**config.mk**
```make
export PLATFORM = sky130hd
export DESIGN_NAME = drp_reconf_ctrl
export DESIGN_NICKNAME = d
export VERILOG_FILES = /design/src/rtl/drp_pkg.sv /design/src/rtl/drp_clkreg_decode.sv /design/src/rtl/drp_reconf_ctrl.sv
export SDC_FILE = /design/constraint.sdc
export NUM_CORES = 1
export LEC_CHECK = 0
export CORE_ASPECT_RATIO = 0.8
export CORE_MARGIN = 4
export CORE_UTILIZATION = 31
export CTS_BUF_LIST = sky130_fd_sc_hd__clkbuf_16
export DETAILED_ROUTE_END_ITERATION = 7
export DONT_BUFFER_PORTS = 1
export MAX_ROUTING_LAYER = met4
export PLACE_DENSITY_LB_ADDON = 0.25
export SLEW_MARGIN = 15
export SYNTH_ARGS = -nofsm -noshare
export SYNTH_HDL_FRONTEND = slang
export SYNTH_SLANG_ARGS = --single-unit
```
**constraint.sdc**
```tcl
create_clock -name DCLK -period 7.3 [get_ports DCLK]
set_input_delay 1.095 -clock DCLK [delete_from_list [all_inputs] [get_ports DCLK]]
set_output_delay 1.095 -clock DCLK [all_outputs]
set_load 0.02 [all_outputs]
```
**src/rtl/drp_pkg.sv**
```systemverilog
// Shared definitions for the DRP reconfiguration controller: register map,
// field positions, reset values, reserved-bit masks and FSM state type.
package drp_pkg;

    localparam int unsigned ADDR_W     = 7;
    localparam int unsigned DATA_W     = 16;
    localparam int unsigned N_REGS     = 23;
    localparam int unsigned IDX_W      = 5;
    localparam int unsigned CNT_W      = 2;

    // DRP addresses
    localparam logic [ADDR_W-1:0] ADDR_CH5_R1  = 7'h06;
    localparam logic [ADDR_W-1:0] ADDR_CH5_R2  = 7'h07;
    localparam logic [ADDR_W-1:0] ADDR_CH0_R1  = 7'h08;
    localparam logic [ADDR_W-1:0] ADDR_CH4_R2  = 7'h11;
    localparam logic [ADDR_W-1:0] ADDR_CH6_R1  = 7'h12;
    localparam logic [ADDR_W-1:0] ADDR_CH6_R2  = 7'h13;
    localparam logic [ADDR_W-1:0] ADDR_FB_R1   = 7'h14;
    localparam logic [ADDR_W-1:0] ADDR_FB_R2   = 7'h15;
    localparam logic [ADDR_W-1:0] ADDR_DIV     = 7'h16;
    localparam logic [ADDR_W-1:0] ADDR_LOCK_LO = 7'h18;
    localparam logic [ADDR_W-1:0] ADDR_LOCK_HI = 7'h1A;
    localparam logic [ADDR_W-1:0] ADDR_POWER   = 7'h28;
    localparam logic [ADDR_W-1:0] ADDR_FILT1   = 7'h4E;
    localparam logic [ADDR_W-1:0] ADDR_FILT2   = 7'h4F;

    // Storage indices: channel i at 2i/2i+1, then FB, Div, Lock x3, Power, Filt x2
    localparam int unsigned IDX_FB_R1  = 14;
    localparam int unsigned IDX_FB_R2  = 15;
    localparam int unsigned IDX_DIV    = 16;
    localparam int unsigned IDX_LOCK   = 17;
    localparam int unsigned IDX_POWER  = 20;
    localparam int unsigned IDX_FILT1  = 21;
    localparam int unsigned IDX_FILT2  = 22;

    // Field bit positions
    localparam int unsigned R1_PMUX_LSB     = 13;
    localparam int unsigned R1_HIGH_LSB     = 6;
    localparam int unsigned R1_LOW_LSB      = 0;
    localparam int unsigned R2_EDGE_BIT     = 7;
    localparam int unsigned R2_NOCOUNT_BIT  = 6;
    localparam int unsigned R2_DELAY_LSB    = 0;
    localparam int unsigned DIV_NOCOUNT_BIT = 12;

    // Register reset values
    localparam logic [DATA_W-1:0] RST_CLKREG1 = 16'h0041;
    localparam logic [DATA_W-1:0] RST_CLKREG2 = 16'h0000;
    localparam logic [DATA_W-1:0] RST_DIV     = 16'h1041;
    localparam logic [DATA_W-1:0] RST_POWER   = 16'h1111;
    localparam logic [DATA_W-1:0] RST_MISC    = 16'h0000;

    // Decoded output reset values
    localparam logic [7:0] RST_DIVIDE = 8'd2;
    localparam logic [6:0] RST_HIGH   = 7'd1;
    localparam logic [7:0] RST_MULT   = 8'd2;
    localparam logic [7:0] RST_DIVCLK = 8'd1;

    // Reserved-bit masks
    localparam logic [DATA_W-1:0] RSV_CLKREG1 = 16'h1000;
    localparam logic [DATA_W-1:0] RSV_CLKREG2 = 16'hFC00;
    localparam logic [DATA_W-1:0] RSV_DIV     = 16'hC000;
    localparam logic [DATA_W-1:0] RSV_NONE    = 16'h0000;

    typedef enum logic {S_IDLE, S_WAIT} drp_state_t;

    typedef struct packed {
        logic             hit;
        logic [IDX_W-1:0] idx;
    } reg_sel_t;

    // 6-bit count field where 0 encodes 64
    function automatic logic [6:0] count_val(input logic [5:0] f);
        return (f == 6'd0) ? 7'd64 : {1'b0, f};
    endfunction

    // High + low count of a ClkReg1-style register
    function automatic logic [7:0] count_sum(input logic [DATA_W-1:0] r1);
        return 8'(count_val(r1[R1_HIGH_LSB +: 6])) + 8'(count_val(r1[R1_LOW_LSB +: 6]));
    endfunction

    // Map a DRP address to a storage index; channels >= n_clkout are unmapped
    function automatic reg_sel_t addr_decode(input logic [ADDR_W-1:0] addr,
                                             input int unsigned      n_clkout);
        reg_sel_t    sel;
        int unsigned ch;
        logic        is_ch;
        sel   = '0;
        ch    = 0;
        is_ch = 1'b0;
        if (addr == ADDR_CH5_R1 || addr == ADDR_CH5_R2) begin
            ch    = 5;
            is_ch = 1'b1;
        end else if (addr >= ADDR_CH0_R1 && addr <= ADDR_CH4_R2) begin
            ch    = 32'(addr[ADDR_W-1:1]) - 32'd4;
            is_ch = 1'b1;
        end else if (addr == ADDR_CH6_R1 || addr == ADDR_CH6_R2) begin
            ch    = 6;
            is_ch = 1'b1;
        end
        if (is_ch) begin
            if (ch < n_clkout) begin
                sel.hit = 1'b1;
                sel.idx = IDX_W'(2 * ch) | IDX_W'(addr[0]);
            end
        end else if (addr == ADDR_FB_R1) begin
            sel.hit = 1'b1;
            sel.idx = IDX_W'(IDX_FB_R1);
        end else if (addr == ADDR_FB_R2) begin
            sel.hit = 1'b1;
            sel.idx = IDX_W'(IDX_FB_R2);
        end else if (addr == ADDR_DIV) begin
            sel.hit = 1'b1;
            sel.idx = IDX_W'(IDX_DIV);
        end else if (addr >= ADDR_LOCK_LO && addr <= ADDR_LOCK_HI) begin
            sel.hit = 1'b1;
            sel.idx = IDX_W'(IDX_LOCK) + IDX_W'(addr - ADDR_LOCK_LO);
        end else if (addr == ADDR_POWER) begin
            sel.hit = 1'b1;
            sel.idx = IDX_W'(IDX_POWER);
        end else if (addr == ADDR_FILT1) begin
            sel.hit = 1'b1;
            sel.idx = IDX_W'(IDX_FILT1);
        end else if (addr == ADDR_FILT2) begin
            sel.hit = 1'b1;
            sel.idx = IDX_W'(IDX_FILT2);
        end
        return sel;
    endfunction

    // Reset value by storage index
    function automatic logic [DATA_W-1:0] reg_reset(input int unsigned idx);
        logic [DATA_W-1:0] val;
        if (idx <= IDX_FB_R2)       val = (idx % 2 == 1) ? RST_CLKREG2 : RST_CLKREG1;
        else if (idx == IDX_DIV)    val = RST_DIV;
        else if (idx == IDX_POWER)  val = RST_POWER;
        else                        val = RST_MISC;
        return val;
    endfunction

    // Reserved-bit mask by storage index
    function automatic logic [DATA_W-1:0] reg_rsv_mask(input int unsigned idx);
        logic [DATA_W-1:0] val;
        if (idx <= IDX_FB_R2)       val = (idx % 2 == 1) ? RSV_CLKREG2 : RSV_CLKREG1;
        else if (idx == IDX_DIV)    val = RSV_DIV;
        else                        val = RSV_NONE;
        return val;
    endfunction

endpackage

```
**src/rtl/drp_clkreg_decode.sv**
```systemverilog
// Decodes one ClkReg1/ClkReg2 pair into divide, high time, edge, delay and
// phase-mux fields. Purely combinational.
module drp_clkreg_decode
    import drp_pkg::*;
(
    input  logic [DATA_W-1:0] reg1,
    input  logic [DATA_W-1:0] reg2,
    output logic [7:0]        divide_c,
    output logic [6:0]        high_c,
    output logic              edge_c,
    output logic [5:0]        delay_c,
    output logic [2:0]        pmux_c
);

    logic unused_bits;
    assign unused_bits = ^{reg1[12], reg2[15:8]};

    // Count fields, overridden when the counter is bypassed (no-count)
    always_comb begin
        divide_c = count_sum(reg1);
        high_c   = count_val(reg1[R1_HIGH_LSB +: 6]);
        edge_c   = reg2[R2_EDGE_BIT];
        if (reg2[R2_NOCOUNT_BIT]) begin
            divide_c = 8'd1;
            high_c   = 7'd1;
            edge_c   = 1'b0;
        end
    end

    assign delay_c = reg2[R2_DELAY_LSB +: 6];
    assign pmux_c  = reg1[R1_PMUX_LSB +: 3];

endmodule

```
**src/rtl/drp_reconf_ctrl.sv**
```systemverilog
// DRP register bank and clock-config decoder. Accepts one DRP transaction at
// a time (back-to-back allowed in the DRDY cycle), answers after RD_LATENCY
// cycles and republishes decoded clock settings on every mapped write.
// Optional: DRP_RESERVED_CHECK_EN protects reserved bits and flags writes
// that try to change them.
module drp_reconf_ctrl
    import drp_pkg::*;
#(
    parameter int unsigned N_CLKOUT   = 7,
    parameter int unsigned RD_LATENCY = 1
) (
    input  logic                    DCLK,
    input  logic                    RST,
    input  logic [6:0]              DADDR,
    input  logic                    DEN,
    input  logic                    DWE,
    input  logic [15:0]             DI,
    output logic [15:0]             DO,
    output logic                    DRDY,
    output logic [8*N_CLKOUT-1:0]   CLKOUT_DIVIDE,
    output logic [7*N_CLKOUT-1:0]   CLKOUT_HIGH,
    output logic [N_CLKOUT-1:0]     CLKOUT_EDGE,
    output logic [6*N_CLKOUT-1:0]   CLKOUT_DELAY,
    output logic [3*N_CLKOUT-1:0]   CLKOUT_PMUX,
    output logic [7:0]              CLKFBOUT_MULT,
    output logic [7:0]              DIVCLK_DIVIDE,
    output logic                    CFG_UPDATE,
    output logic                    DRP_ERR
);

    drp_state_t        state;
    logic [CNT_W-1:0]  cnt;
    logic [DATA_W-1:0] regs   [N_REGS];
    logic [DATA_W-1:0] regs_d [N_REGS];

    reg_sel_t          sel;
    logic [DATA_W-1:0] old_val;
    logic [DATA_W-1:0] wr_data;
    logic              rsv_err;
    logic              accept;
    logic              busy_den;
    logic              wr_en;
    logic [DATA_W-1:0] acc_data;
    logic              acc_err;
    logic              acc_upd;
    logic [DATA_W-1:0] pend_data;
    logic              pend_err;
    logic              pend_upd;
    logic              fire;
    logic [DATA_W-1:0] fire_data;
    logic              fire_err;
    logic              fire_upd;

    logic [N_CLKOUT-1:0][7:0] ch_divide_c;
    logic [N_CLKOUT-1:0][6:0] ch_high_c;
    logic [N_CLKOUT-1:0]      ch_edge_c;
    logic [N_CLKOUT-1:0][5:0] ch_delay_c;
    logic [N_CLKOUT-1:0][2:0] ch_pmux_c;
    logic [7:0]               fb_mult_c;
    logic [6:0]               fb_unused_high;
    logic                     fb_unused_edge;
    logic [5:0]               fb_unused_delay;
    logic [2:0]               fb_unused_pmux;
    logic [7:0]               divclk_c;

    assign sel      = addr_decode(DADDR, N_CLKOUT);
    assign accept   = DEN && (state == S_IDLE || DRDY);
    assign busy_den = DEN && (state == S_WAIT) && !DRDY;
    assign wr_en    = accept && DWE && sel.hit;
    assign acc_data = (!DWE && sel.hit) ? old_val : '0;
    assign acc_err  = !sel.hit || (DWE && rsv_err);
    assign acc_upd  = DWE && sel.hit;

    // Completion happens on the accept edge itself when latency is one
    assign fire      = (RD_LATENCY == 1) ? accept   : (state == S_WAIT && !DRDY && cnt == CNT_W'(1));
    assign fire_data = (RD_LATENCY == 1) ? acc_data : pend_data;
    assign fire_err  = (RD_LATENCY == 1) ? acc_err  : pend_err;
    assign fire_upd  = (RD_LATENCY == 1) ? acc_upd  : pend_upd;

    // Write data merge and reserved-bit check
    always_comb begin
        old_val = regs[sel.idx];
`ifdef DRP_RESERVED_CHECK_EN
        wr_data = (DI & ~reg_rsv_mask(32'(sel.idx))) | (old_val & reg_rsv_mask(32'(sel.idx)));
        rsv_err = |((DI ^ old_val) & reg_rsv_mask(32'(sel.idx)));
`else
        wr_data = DI;
        rsv_err = 1'b0;
`endif
    end

    // Register file as it will be after this edge; decoders look ahead so a
    // single-cycle write is reflected in the same DRDY cycle
    always_comb begin
        regs_d = regs;
        if (wr_en) regs_d[sel.idx] = wr_data;
    end

    for (genvar i = 0; i < N_CLKOUT; i++) begin : g_ch
        drp_clkreg_decode u_dec (
            .reg1     (regs_d[2*i]),
            .reg2     (regs_d[2*i+1]),
            .divide_c (ch_divide_c[i]),
            .high_c   (ch_high_c[i]),
            .edge_c   (ch_edge_c[i]),
            .delay_c  (ch_delay_c[i]),
            .pmux_c   (ch_pmux_c[i])
        );
    end

    drp_clkreg_decode u_fb_dec (
        .reg1     (regs_d[IDX_FB_R1]),
        .reg2     (regs_d[IDX_FB_R2]),
        .divide_c (fb_mult_c),
        .high_c   (fb_unused_high),
        .edge_c   (fb_unused_edge),
        .delay_c  (fb_unused_delay),
        .pmux_c   (fb_unused_pmux)
    );

    assign divclk_c = regs_d[IDX_DIV][DIV_NOCOUNT_BIT] ? 8'd1 : count_sum(regs_d[IDX_DIV]);

    // Register storage
    always_ff @(posedge DCLK) begin
        if (RST) begin
            for (int unsigned k = 0; k < N_REGS; k++) regs[k] <= reg_reset(k);
        end else begin
            regs <= regs_d;
        end
    end

    // Transaction FSM with registered DRDY/DO/DRP_ERR/CFG_UPDATE
    always_ff @(posedge DCLK) begin
        if (RST) begin
            state      <= S_IDLE;
            cnt        <= '0;
            pend_data  <= '0;
            pend_err   <= 1'b0;
            pend_upd   <= 1'b0;
            DRDY       <= 1'b0;
            DO         <= '0;
            DRP_ERR    <= 1'b0;
            CFG_UPDATE <= 1'b0;
        end else begin
            DRDY       <= fire;
            DO         <= fire ? fire_data : '0;
            DRP_ERR    <= (fire && fire_err) || busy_den;
            CFG_UPDATE <= fire && fire_upd;
            if (accept) begin
                state     <= S_WAIT;
                cnt       <= CNT_W'(RD_LATENCY - 1);
                pend_data <= acc_data;
                pend_err  <= acc_err;
                pend_upd  <= acc_upd;
            end else if (state == S_WAIT) begin
                if (DRDY) state <= S_IDLE;
                else      cnt   <= cnt - CNT_W'(1);
            end
        end
    end

    // Decoded clock settings, republished only when a mapped write completes
    always_ff @(posedge DCLK) begin
        if (RST) begin
            CLKOUT_DIVIDE <= {N_CLKOUT{RST_DIVIDE}};
            CLKOUT_HIGH   <= {N_CLKOUT{RST_HIGH}};
            CLKOUT_EDGE   <= '0;
            CLKOUT_DELAY  <= '0;
            CLKOUT_PMUX   <= '0;
            CLKFBOUT_MULT <= RST_MULT;
            DIVCLK_DIVIDE <= RST_DIVCLK;
        end else if (fire && fire_upd) begin
            CLKOUT_DIVIDE <= ch_divide_c;
            CLKOUT_HIGH   <= ch_high_c;
            CLKOUT_EDGE   <= ch_edge_c;
            CLKOUT_DELAY  <= ch_delay_c;
            CLKOUT_PMUX   <= ch_pmux_c;
            CLKFBOUT_MULT <= fb_mult_c;
            DIVCLK_DIVIDE <= divclk_c;
        end
    end

endmodule

```
=== Word level (Yosys, flattened, before mapping) ===
Cells that the tools add are included.
W data, S select, Z words.

* Flip-flop bits (word level): 579
* Latch bits: 0
* RAM bits: 0
* ROM bits: 0
* Output and inout port bits: 210
* Word-level logic and storage cells: 190
* Memories: 0

* Add/sub/neg operators: 12
* Multipliers: 0
* Div/mod/pow operators: 0
* Magnitude comparators: 7
* Eq/ne operators: 10
* Shift-type cells: 0
* Multiplexer cells: 66
* Bitwise operators: 5
* Reductions and logical operators: 38

{| class="wikitable"
|+ Operators by type and width
! cell !! number
|-
| $bwmux W368 || 1
|-
| $mux W368 || 1
|-
| $mux W7 || 25
|-
| $logic_not A6 Y1 || 18
|-
| $bmux W16 S5 || 1
|-
| $demux W16 S5 || 1
|-
| $add A7 B7 Y8 || 9
|-
| $mux W8 || 9
|-
| $mux W32 || 2
|-
| $mux W6 || 9
|-
| $mux W16 || 3
|-
| $eq A7 B5 Y1 const B || 5
|-
| $lt A32 B3 Y1 const B || 1
|-
| $eq A7 B3 Y1 const B || 2
|-
| $eq A7 B7 Y1 const B || 2
|-
| $le A7 B5 Y1 const B || 2
|-
| $mux W1 || 13
|-
| $logic_and A1 B1 Y1 || 12
|-
| $eq A7 B6 Y1 const B || 1
|-
| $ge A7 B4 Y1 const B || 1
|-
| $ge A7 B5 Y1 const B || 1
|-
| $sub A6 B3 Y7 const B || 1
|-
| $ge A6 B6 Y1 const B || 1
|-
| $lt A6 B1 Y1 const B || 1
|-
| other kinds (9) || 16
|}

=== Depth between registers and ports, before layout ===
Gate-level depths: netlist of the first run.

* Depth in word-level cells: 20
* Mapped depth: 25
* Depth with buffers taken out: 21

=== Cells and area by module ===
A second synthesis of the first run with hierarchy kept.

* Cell total of the unflattened synthesis: 3356
* Area, all modules: 29679.7 sq um

{| class="wikitable"
|+ By module, submodules not included
! module !! times used !! cells an instance !! area each (sq um) !! seq. area each (sq um)
|-
| drp_reconf_ctrl || 1 || 2732 || 25315.5 || 11591.1
|-
| drp_clkreg_decode || 8 || 78 || 545.5 || 0.0
|}

=== Least setup slack after synthesis of the first run ===
No wires, ideal clock.

* Path kind: input to register
* Start: in DADDR[3]
* End: reg CLKFBOUT_MULT[7]
* Setup time: 0.122 ns
* Data arrival time: 5.037 ns
* Required time: 7.178 ns
* Slack: 2.140 ns
* Stages on the path: 24
* Path buffers: 5
* Path through: buf_4 > inv_1 > ha_1 > o31a_1 > o22ai_1 > and2_1 > buf_2 > a221oi_4 > and2_1 > buf_4 > nand3_2 > buf_6 > nor2_4 > buf_4 > mux2i_1 > inv_1 > ha_1 > a21o_1 > a21o_1 > a21o_1 > a21oi_1 > o21bai_1 > a21oi_1 > o21ai_0

* Longest elaborated chain between the ends: 20
* Elaborated cells on any way between the ends: 55
* Classes of those cells: 4 x add/sub; 7 x order compare; 10 x eq/ne; 22 x mux; 2 x bitwise; 10 x reduce/logical

{| class="wikitable"
|+ RTL lines
! item !! RTL line !! text
|-
| start, declared || drp_reconf_ctrl.sv:14 || <nowiki>input logic [6:0] DADDR,</nowiki>
|-
| branches (longest 8 deep; another with $lt A32 B3 Y1) || - ||
|-
| $mux W6 * || drp_pkg.sv:100 || <nowiki>if (is_ch) begin</nowiki>
|-
| $not A5 Y6 (implied by the code) || drp_reconf_ctrl.sv:96 || <nowiki>if (wr_en) regs_d[sel.idx] = wr_data;</nowiki>
|-
| $ge A6 B6 Y1 (implied by the code) or $lt A6 B1 Y1 (tied branches) || drp_reconf_ctrl.sv:96 ||
|-
| $logic_and A1 B1 Y1 (implied by the code) || drp_reconf_ctrl.sv:96 ||
|-
| $mux W16 (implied by the code) || drp_reconf_ctrl.sv:96 ||
|-
| $demux W16 S5 || drp_reconf_ctrl.sv:96 ||
|-
| $bwmux W368 || drp_reconf_ctrl.sv:96 ||
|-
| $mux W368 || drp_reconf_ctrl.sv:96 ||
|-
| $logic_not A6 Y1 || drp_pkg.sv:73 || <nowiki>return (f == 6'd0) ? 7'd64 : {1'b0, f};</nowiki>
|-
| $mux W7 || drp_pkg.sv:73 ||
|-
| $add A7 B7 Y8 || drp_pkg.sv:78 || <nowiki>return 8'(count_val(r1[R1_HIGH_LSB +: 6])) + 8'(count_val(r1[R1_LOW_LSB +: 6]));</nowiki>
|-
| $mux W8 || drp_clkreg_decode.sv:23 || <nowiki>if (reg2[R2_NOCOUNT_BIT]) begin</nowiki>
|-
| end signal, assigned || drp_reconf_ctrl.sv:178 || <nowiki>CLKFBOUT_MULT <= fb_mult_c;</nowiki>
|-
| end, declared || drp_reconf_ctrl.sv:25 || <nowiki>output logic [7:0] CLKFBOUT_MULT,</nowiki>
|}

Every way passes the cells marked *.
A chain may end at the register's enable or synchronous reset.

=== Final worst setup path of the first run ===
* Start: in DADDR[0]
* End: reg CLKOUT_DIVIDE[15]

* Longest elaborated chain between the ends: 20
* Elaborated cells on any way between the ends: 54
* Classes of those cells: 3 x add/sub; 7 x order compare; 10 x eq/ne; 22 x mux; 2 x bitwise; 10 x reduce/logical

{| class="wikitable"
|+ RTL lines
! item !! RTL line !! text
|-
| branches (longest 8 deep; another with $lt A32 B3 Y1) || - ||
|-
| $mux W6 * || drp_pkg.sv:100 ||
|-
| $not A5 Y6 (implied by the code) || drp_reconf_ctrl.sv:96 ||
|-
| $ge A6 B6 Y1 (implied by the code) or $lt A6 B1 Y1 (tied branches) || drp_reconf_ctrl.sv:96 ||
|-
| $logic_and A1 B1 Y1 (implied by the code) || drp_reconf_ctrl.sv:96 ||
|-
| $mux W16 (implied by the code) || drp_reconf_ctrl.sv:96 ||
|-
| $demux W16 S5 || drp_reconf_ctrl.sv:96 ||
|-
| $bwmux W368 || drp_reconf_ctrl.sv:96 ||
|-
| $mux W368 || drp_reconf_ctrl.sv:96 ||
|-
| $logic_not A6 Y1 || drp_pkg.sv:73 ||
|-
| $mux W7 || drp_pkg.sv:73 ||
|-
| $add A7 B7 Y8 || drp_pkg.sv:78 ||
|-
| $mux W8 || drp_clkreg_decode.sv:23 ||
|-
| end signal, assigned || drp_reconf_ctrl.sv:165 || <nowiki>CLKOUT_DIVIDE <= {N_CLKOUT{RST_DIVIDE}};</nowiki>
|-
| end signal, assigned || drp_reconf_ctrl.sv:173 || <nowiki>CLKOUT_DIVIDE <= ch_divide_c;</nowiki>
|-
| end, declared || drp_reconf_ctrl.sv:20 || <nowiki>output logic [8*N_CLKOUT-1:0] CLKOUT_DIVIDE,</nowiki>
|}

Marks and branches as above.

==> reports/metrics.csv, run 1 <==
stage,metric,value,unit
status,outcome,"complete, no violations",
floorplan,die_h,272,microns
logic_synthesis,yosys.area_share.adder,0.0392,
routing,wl_met3,7.33,mm
power,p_clk_frac,0.461,
power,power_switching,1590,uW
timing,setup-violations-final,0,
cts,cts_resized,0,
run,maxCapViolCount,0,
cts,cts.path.max_buffers,3,
global_route,grt_pass1_vias,20700,
cts,clk_latency,640,ps
routing,wirelength_met1,44.0,mm
logic_synthesis,synth_seq_cells,579,
logic_synthesis,synthTopCellsByCount,"dfxtp_1, nand2_1, nor2_1, mux2i_1, clkbuf_1",
worst_setup_path,crit_type,in2reg,
logic_synthesis,synth_xor_xnor_area_share,0.0153,
worst_setup_path,cp-start-kind,primary input,
worst_setup_path,cp_max_fo,12,
cts,clkSinkCount,579,
routing,viasPerCell,5.25,
logic_synthesis,syn_area,27000,sq um
cts,cts.htree.levels,2,
worst_setup_path,worst_ep_required_time,7810,ps
logic_synthesis,synth_area_leaders,"dfxtp_1, mux2i_1, nand2_1",
layout,area_delta_synth_final,9.75,%
power,p_per_area,221,nW/um^2
logic_synthesis,dominantRegCellSynth,dfxtp_1,
floorplan,coreArea,86000,sq um
worst_setup_path,r2r-start,DRDY,
layout,final_layout_size_suffix_gt1_frac,0.0887,
routing,drtPass1Iterations,8,
logic_synthesis,synth_area_leader_cell,dfxtp_1,
logic_synthesis,async_flop_share,0,
global_route,antenna_found_initial,3,
place,gp_congestion,0.924,
timing,tightestPinTransition,1430,ps
routing,drcViolationCount,0,
timing,slew_headroom,0.0459,
timing,max_freq,179,MHz
place,place.port_buffers,0,
power,p_comb_frac,0.048,
logic_synthesis,yosys_warnings,0,
floorplan,ios,237,
cts,path_clk_slew,60,ps
cts,cts-root-buf,clkbuf_16,
worst_setup_path,critPathLaunch,DADDR[0],
routing,post_drt_wl_per_cell,23.7,microns
logic_synthesis,seq_area_frac_synth,0.430,
layout,finalNetCount,3083,
cts,cts_setup_buffers,0,
global_route,grt_max_degree,463,
logic_synthesis,synth_compound_area_frac,0.137,
timing,tns,0,ps
routing,drt-total-wl,98.5,mm
worst_setup_path,r2r_cells,15,
routing,vias,21800,
timing,fin_skew,23.4,ps
logic_synthesis,netlist.area_leader.share,0.430,
floorplan,row_count,96,
cts,cts_buffers,59,
worst_setup_path,endpoint_kind,register,
routing,drt_iter0_drc,2019,
power,swShare,0.243,
power,p_total,6550,uW
logic_synthesis,post_synth_mux_area_share,0.133,
logic_synthesis,synth_nets,3224,
power,seqPwrFrac,0.491,
global_route,grt_pass1_wl,143,mm
logic_synthesis,synth_simple_gate_area_frac,0.192,
routing,antenna_left,0,
cts,postCtsHoldBufs,0,
logic_synthesis,syn_inst,3118,
logic_synthesis,synth_top_family_by_area,simple AND/OR/NAND/NOR gates,
timing,hold_viol,0,
routing,highest_layer,met4,
timing,min_period_over_period,0.764,
floorplan,start_util,0.313,
place,dpl.hpwl,67.2,mm
worst_setup_path,cp.arrival,6090,ps
timing,rsz0062_at_grt,no,
logic_synthesis,synth_edf_count,0,
global_route,grtUsageTotal,0.213,
floorplan,dieWidth,338,microns
power,internal-power,4960,uW
timing,period_needed,5580,ps
cts,tritoncts,yes,
global_route,gr-total-overflow,0,
hold_path,hold_path.class,reg2reg,
timing,drv_slew,0,
hold_path,min_path_cells,2,
power,peakVddDrop,170,uV
logic_synthesis,synth_most_common_cell,dfxtp_1,
power,p_leak,0.0121,uW
layout,fill_cells,9040,
logic_synthesis,syn_area_per_cell,8.65,sq um
routing,met2_length,44.9,mm
logic_synthesis,synth_cell_types,82,
floorplan,die-area,91800,sq um
-- worst max-delay path: stages --
cell	delay [ps]
inv_1	70
ha_1	170
nand4bb_1	260
a211oi_2	360
o31ai_4	170
a221oi_4	450
and2_4	290
nand3_2	440
nor2b_2	820
mux2i_1	470
inv_1	80
ha_1	290
a21o_1	180
a21o_1	190
a21o_1	180
a21oi_1	210
o21bai_1	90
a21oi_1	150
o21ai_0	80
-- placed cells by master (no fill, tap or decap), types with 17 or more instances in the layout --
cell type / count
dfxtp_1: 579
nand2_1: 498
nor2_1: 380
mux2i_1: 277
a21oi_1: 137
inv_1: 106
o21ai_0: 103
a211oi_1: 86
nand3_1: 79
ha_1: 70
mux2_2: 69
clkbuf_16: 60
nor2b_1: 51
buf_4: 45
a31oi_1: 38
a21o_1: 35
xnor2_1: 29
and3_1: 24
nand2b_1: 23
nor3_1: 20
a211o_1: 20
xor2_1: 18
nor4_1: 17
a31o_2: 17
-- cell families after synthesis --
kind of cell               Yosys count
AOI/OAI and AO/OA                  550
buffers and inverters              343
xor gates and xnor gates            47
and+or+nand+nor                   1171
DFF                                579
muxes                              349
adders and majority gates           79
-- area by class of cell --
type | count | area, sq um | area share
Timing Repair Buffer | 48 | 398 | 0.0134
Sequential cell | 579 | 11600 | 0.392
Clock inverter | 44 | 358 | 0.0121
Inverter | 93 | 349 | 0.0118
Multi-Input combinational cell | 2196 | 14000 | 0.472
Antenna cell | 4 | 10.0 | 0.000338
Clock buffer | 60 | 1500 | 0.0507
Tap cell | 1127 | 1410 | 0.0477
-- power groups by stage --
stage | logic, uW | clock network, uW | registers (uW)
6_report | 314 | 3020 | 3220
2_1_floorplan | 270 | 0 | 3280
4_1_cts | 307 | 3070 | 3220
5_1_grt | 335 | 3200 | 3220
3_5_place_dp | 305 | 0 | 3290
3_3_place_gp | 306 | 0 | 3290
-- metrics by stage --
stage	cell area, sq um	hold slack, ps	cells	utilization	setup WS [ps]
after floorplan	27000	432	3118	-	2140
after global placement	27700	439	4043	0.322	1160
after detailed placement	27700	444	4043	0.322	1110
after CTS	29600	452	4147	0.344	1780
after global routing	29600	465	4149	0.344	1440
final	29600	454	4151	0.344	1720
-- layer usage --
metal	vias to the layer above	GRT usage
li1	10400	-
met1	10600	0.281
met2	652	0.330
met3	125	0.0507
met4	0	0.0520
met5	-	-
-- path summary, 6_finish.rpt --
check	to	slack [ps]
setup reg to reg	CLKOUT_DIVIDE[15]	2710
hold / removal	register	450
setup / recovery	CLKOUT_DIVIDE[15]	1720
hold reg to reg	register	450
Note: power is estimated with default switching activity, not from simulation.
==> run 2: changes to the inputs <==
ABC_AREA = 1   (was not set)
clock period = 4.55 ns   (was 7.3 ns; I/O delays follow)
==> run 2 against run 1 <==
Against the previous run: final cell count is 18% higher; combinational power rose by 120%; sequential power is 61% higher; count of clock-buffer cells in the layout increased by 6; total power increased by 69%; worst hold slack lost 270 ps; largest power group is now clock; via count increased by 13%; flip-flop and latch count stayed put; final area up 5.5%; first-iteration DRC count up 35%; worst setup slack lost 1300 ps.
==> reports/metrics.csv, run 2 <==
stage,metric,value,unit
status,outcome,"complete, no violations",
timing,tightestPinTransition,942,ps
global_route,gr-total-overflow,0,
timing,hold_viol,0,
floorplan,ios,237,
power,swShare,0.260,
floorplan,dieWidth,334,microns
logic_synthesis,synth_area_leader_cell,dfxtp_1,
timing,rsz0062_at_grt,no,
power,power_switching,2880,uW
routing,vias,24600,
place,place.port_buffers,0,
timing,fin_skew,26.4,ps
logic_synthesis,syn_inst,3615,
worst_setup_path,endpoint_kind,register,
logic_synthesis,synth_most_common_cell,nand2_1,
worst_setup_path,cp.arrival,4630,ps
global_route,grt_pass1_vias,22600,
power,peakVddDrop,246,uV
global_route,use_met3,0.0534,
routing,drt_iter0_drc,2728,
power,p_comb_frac,0.063,
global_route,grt_busiest_layer,met2,
timing,whs,180,ps
cts,clk_latency,630,ps
logic_synthesis,synthTopCellsByCount,"nand2_1, dfxtp_1, o21ai_0, inv_1, a21oi_1",
run,maxCapViolCount,0,
cts,clkSinkCount,579,
routing,drt-total-wl,100,mm
hold_path,hold_path.class,in2reg,
place,gp_congestion,0.885,
timing,min_period_over_period,0.909,
logic_synthesis,dominantRegCellSynth,dfxtp_1,
worst_setup_path,worst_ep_required_time,5050,ps
routing,drtPass1Iterations,5,
floorplan,die_h,269,microns
logic_synthesis,synth_cell_types,49,
timing,slew_headroom,0.368,
layout,area_delta_synth_final,18.5,%
logic_synthesis,synth_edf_count,0,
cts,cts_buffers,66,
layout,fill_cells,8944,
timing,period_needed,4140,ps
routing,viasPerCell,5.00,
worst_setup_path,cp_max_fo,12,
floorplan,coreArea,84200,sq um
timing,drv_slew,0,
logic_synthesis,syn_area,26300,sq um
routing,drcViolationCount,0,
timing,max_freq,242,MHz
floorplan,start_util,0.313,
worst_setup_path,slowest_stage,ha_1,
power,internal-power,8210,uW
place,placed_area,29100,sq um
power,seqPwrFrac,0.466,
global_route,grtUsageTotal,0.223,
global_route,grt_max_degree,223,
logic_synthesis,syn_area_per_cell,7.29,sq um
worst_setup_path,crit_type,in2reg,
cts,tritoncts,yes,
global_route,grt_pass1_wl,148,mm
cts,cts_setup_buffers,0,
global_route,grt_use_met1,0.308,
routing,post_drt_wl_per_cell,20.4,microns
layout,final_cells,4914,
floorplan,row_count,95,
place,dp_cells,4794,
layout,final_common_cell,nand2_1,
place,dpl.hpwl,71.3,mm
layout,final_layout_size_suffix_gt1_frac,0.130,
power,p_clk_frac,0.471,
layout,stdcell_area,31200,sq um
logic_synthesis,synth_area_leaders,"dfxtp_1, nand2_1, o21ai_0",
timing,setup-violations-final,0,
layout,final_cell_mix,"nand2_1, dfxtp_1, o21ai_0",
power,p_leak,0.0145,uW
global_route,antenna_found_initial,2,
layout,finalNetCount,3853,
cts,cts.htree.levels,3,
cts,cts.path.max_buffers,3,
routing,antenna_left,0,
logic_synthesis,netlist.area_leader.share,0.440,
logic_synthesis,async_flop_share,0,
cts,path_clk_slew,60,ps
power,p_per_area,355,nW/um^2
worst_setup_path,critPathMaxStageDelay,350,ps
timing,tns,0,ps
logic_synthesis,seq_area_frac_synth,0.440,
global_route,met2_usage,0.328,
logic_synthesis,yosys_warnings,0,
worst_setup_path,cp-start-kind,primary input,
logic_synthesis,synth_seq_cells,579,
cts,cts-root-buf,clkbuf_16,
floorplan,die-area,89700,sq um
logic_synthesis,synth_nets,3721,
run 2: path summary, 6_finish.rpt:
check	start	to	slack [ps]	depth (start not counted)
min reg2reg	register	register	450	2
max	DADDR[0]	CLKFBOUT_MULT[7]	410	29
min	DEN	state	180	2
max reg2reg	DRDY	CLKFBOUT_MULT[7]	970	22
run 2: what timing repair did:
action / 4_1_cts / 5_1_grt
setup endpoints to repair: 0 / 1
endpoints found under the hold margin: 0 / 0
hold buffers: 0 / 0
gates resized for setup: 0 / 1
run 2: power groups by stage:
stage               sequential, uW  clock (uW)  combinational, uW
floorplan                     5270           0                436
global placement              5280           0                685
detailed placement            5280           0                682
CTS                           5170        5320                684
global route                  5170        5530                751
finish                        5170        5220                699
run 2: routing by layer:
layer  routed length (microns)  vias up
li1                          -    12100
met1                     45300    11400
met2                     42500      955
met3                      9740      143
met4                      2660        0
met5                         0        -
run 2: per-stage QoR:
step / setup slack [ps] / power [uW] / util
final: 415 / 11100 / 0.371
after global placement: -106 / 5970 / 0.346
after detailed placement: -159 / 5960 / 0.346
after floorplan: 146 / 5700 / -
after global routing: 39.7 / 11500 / 0.371
after CTS: 484 / 11200 / 0.371
run 2: area by class of cell:
cell class                      instances  area (sq um)  share of cell area
Tap cell                             1115          1400              0.0447
Antenna cell                            6          15.0            0.000481
Inverter                              464          1750              0.0561
Timing Repair Buffer                  284          2290              0.0735
Multi-Input combinational cell       2352         12100               0.388
Clock buffer                           66          1650              0.0529
Sequential cell                       579         11600               0.371
Clock inverter                         48           422              0.0135
run 2: worst max-delay path, delay by kind of cell:
kind	cells	cell delay, ps
AO/OA/AOI/OAI	7	1160
adder cells (fa/ha/maj)	2	550
buffers and inverters	6	790
AND/OR/NAND/NOR	14	1430
run 2: kinds of logic after synthesis:
family,count (synthesis),synth area share
AO/OA/AOI/OAI,1039,0.217
XOR/XNOR,15,0.00499
adder cells (fa/ha/maj),79,0.0401
buffers and inverters,684,0.102
flip-flops,579,0.440
AND/OR/NAND/NOR,1219,0.196
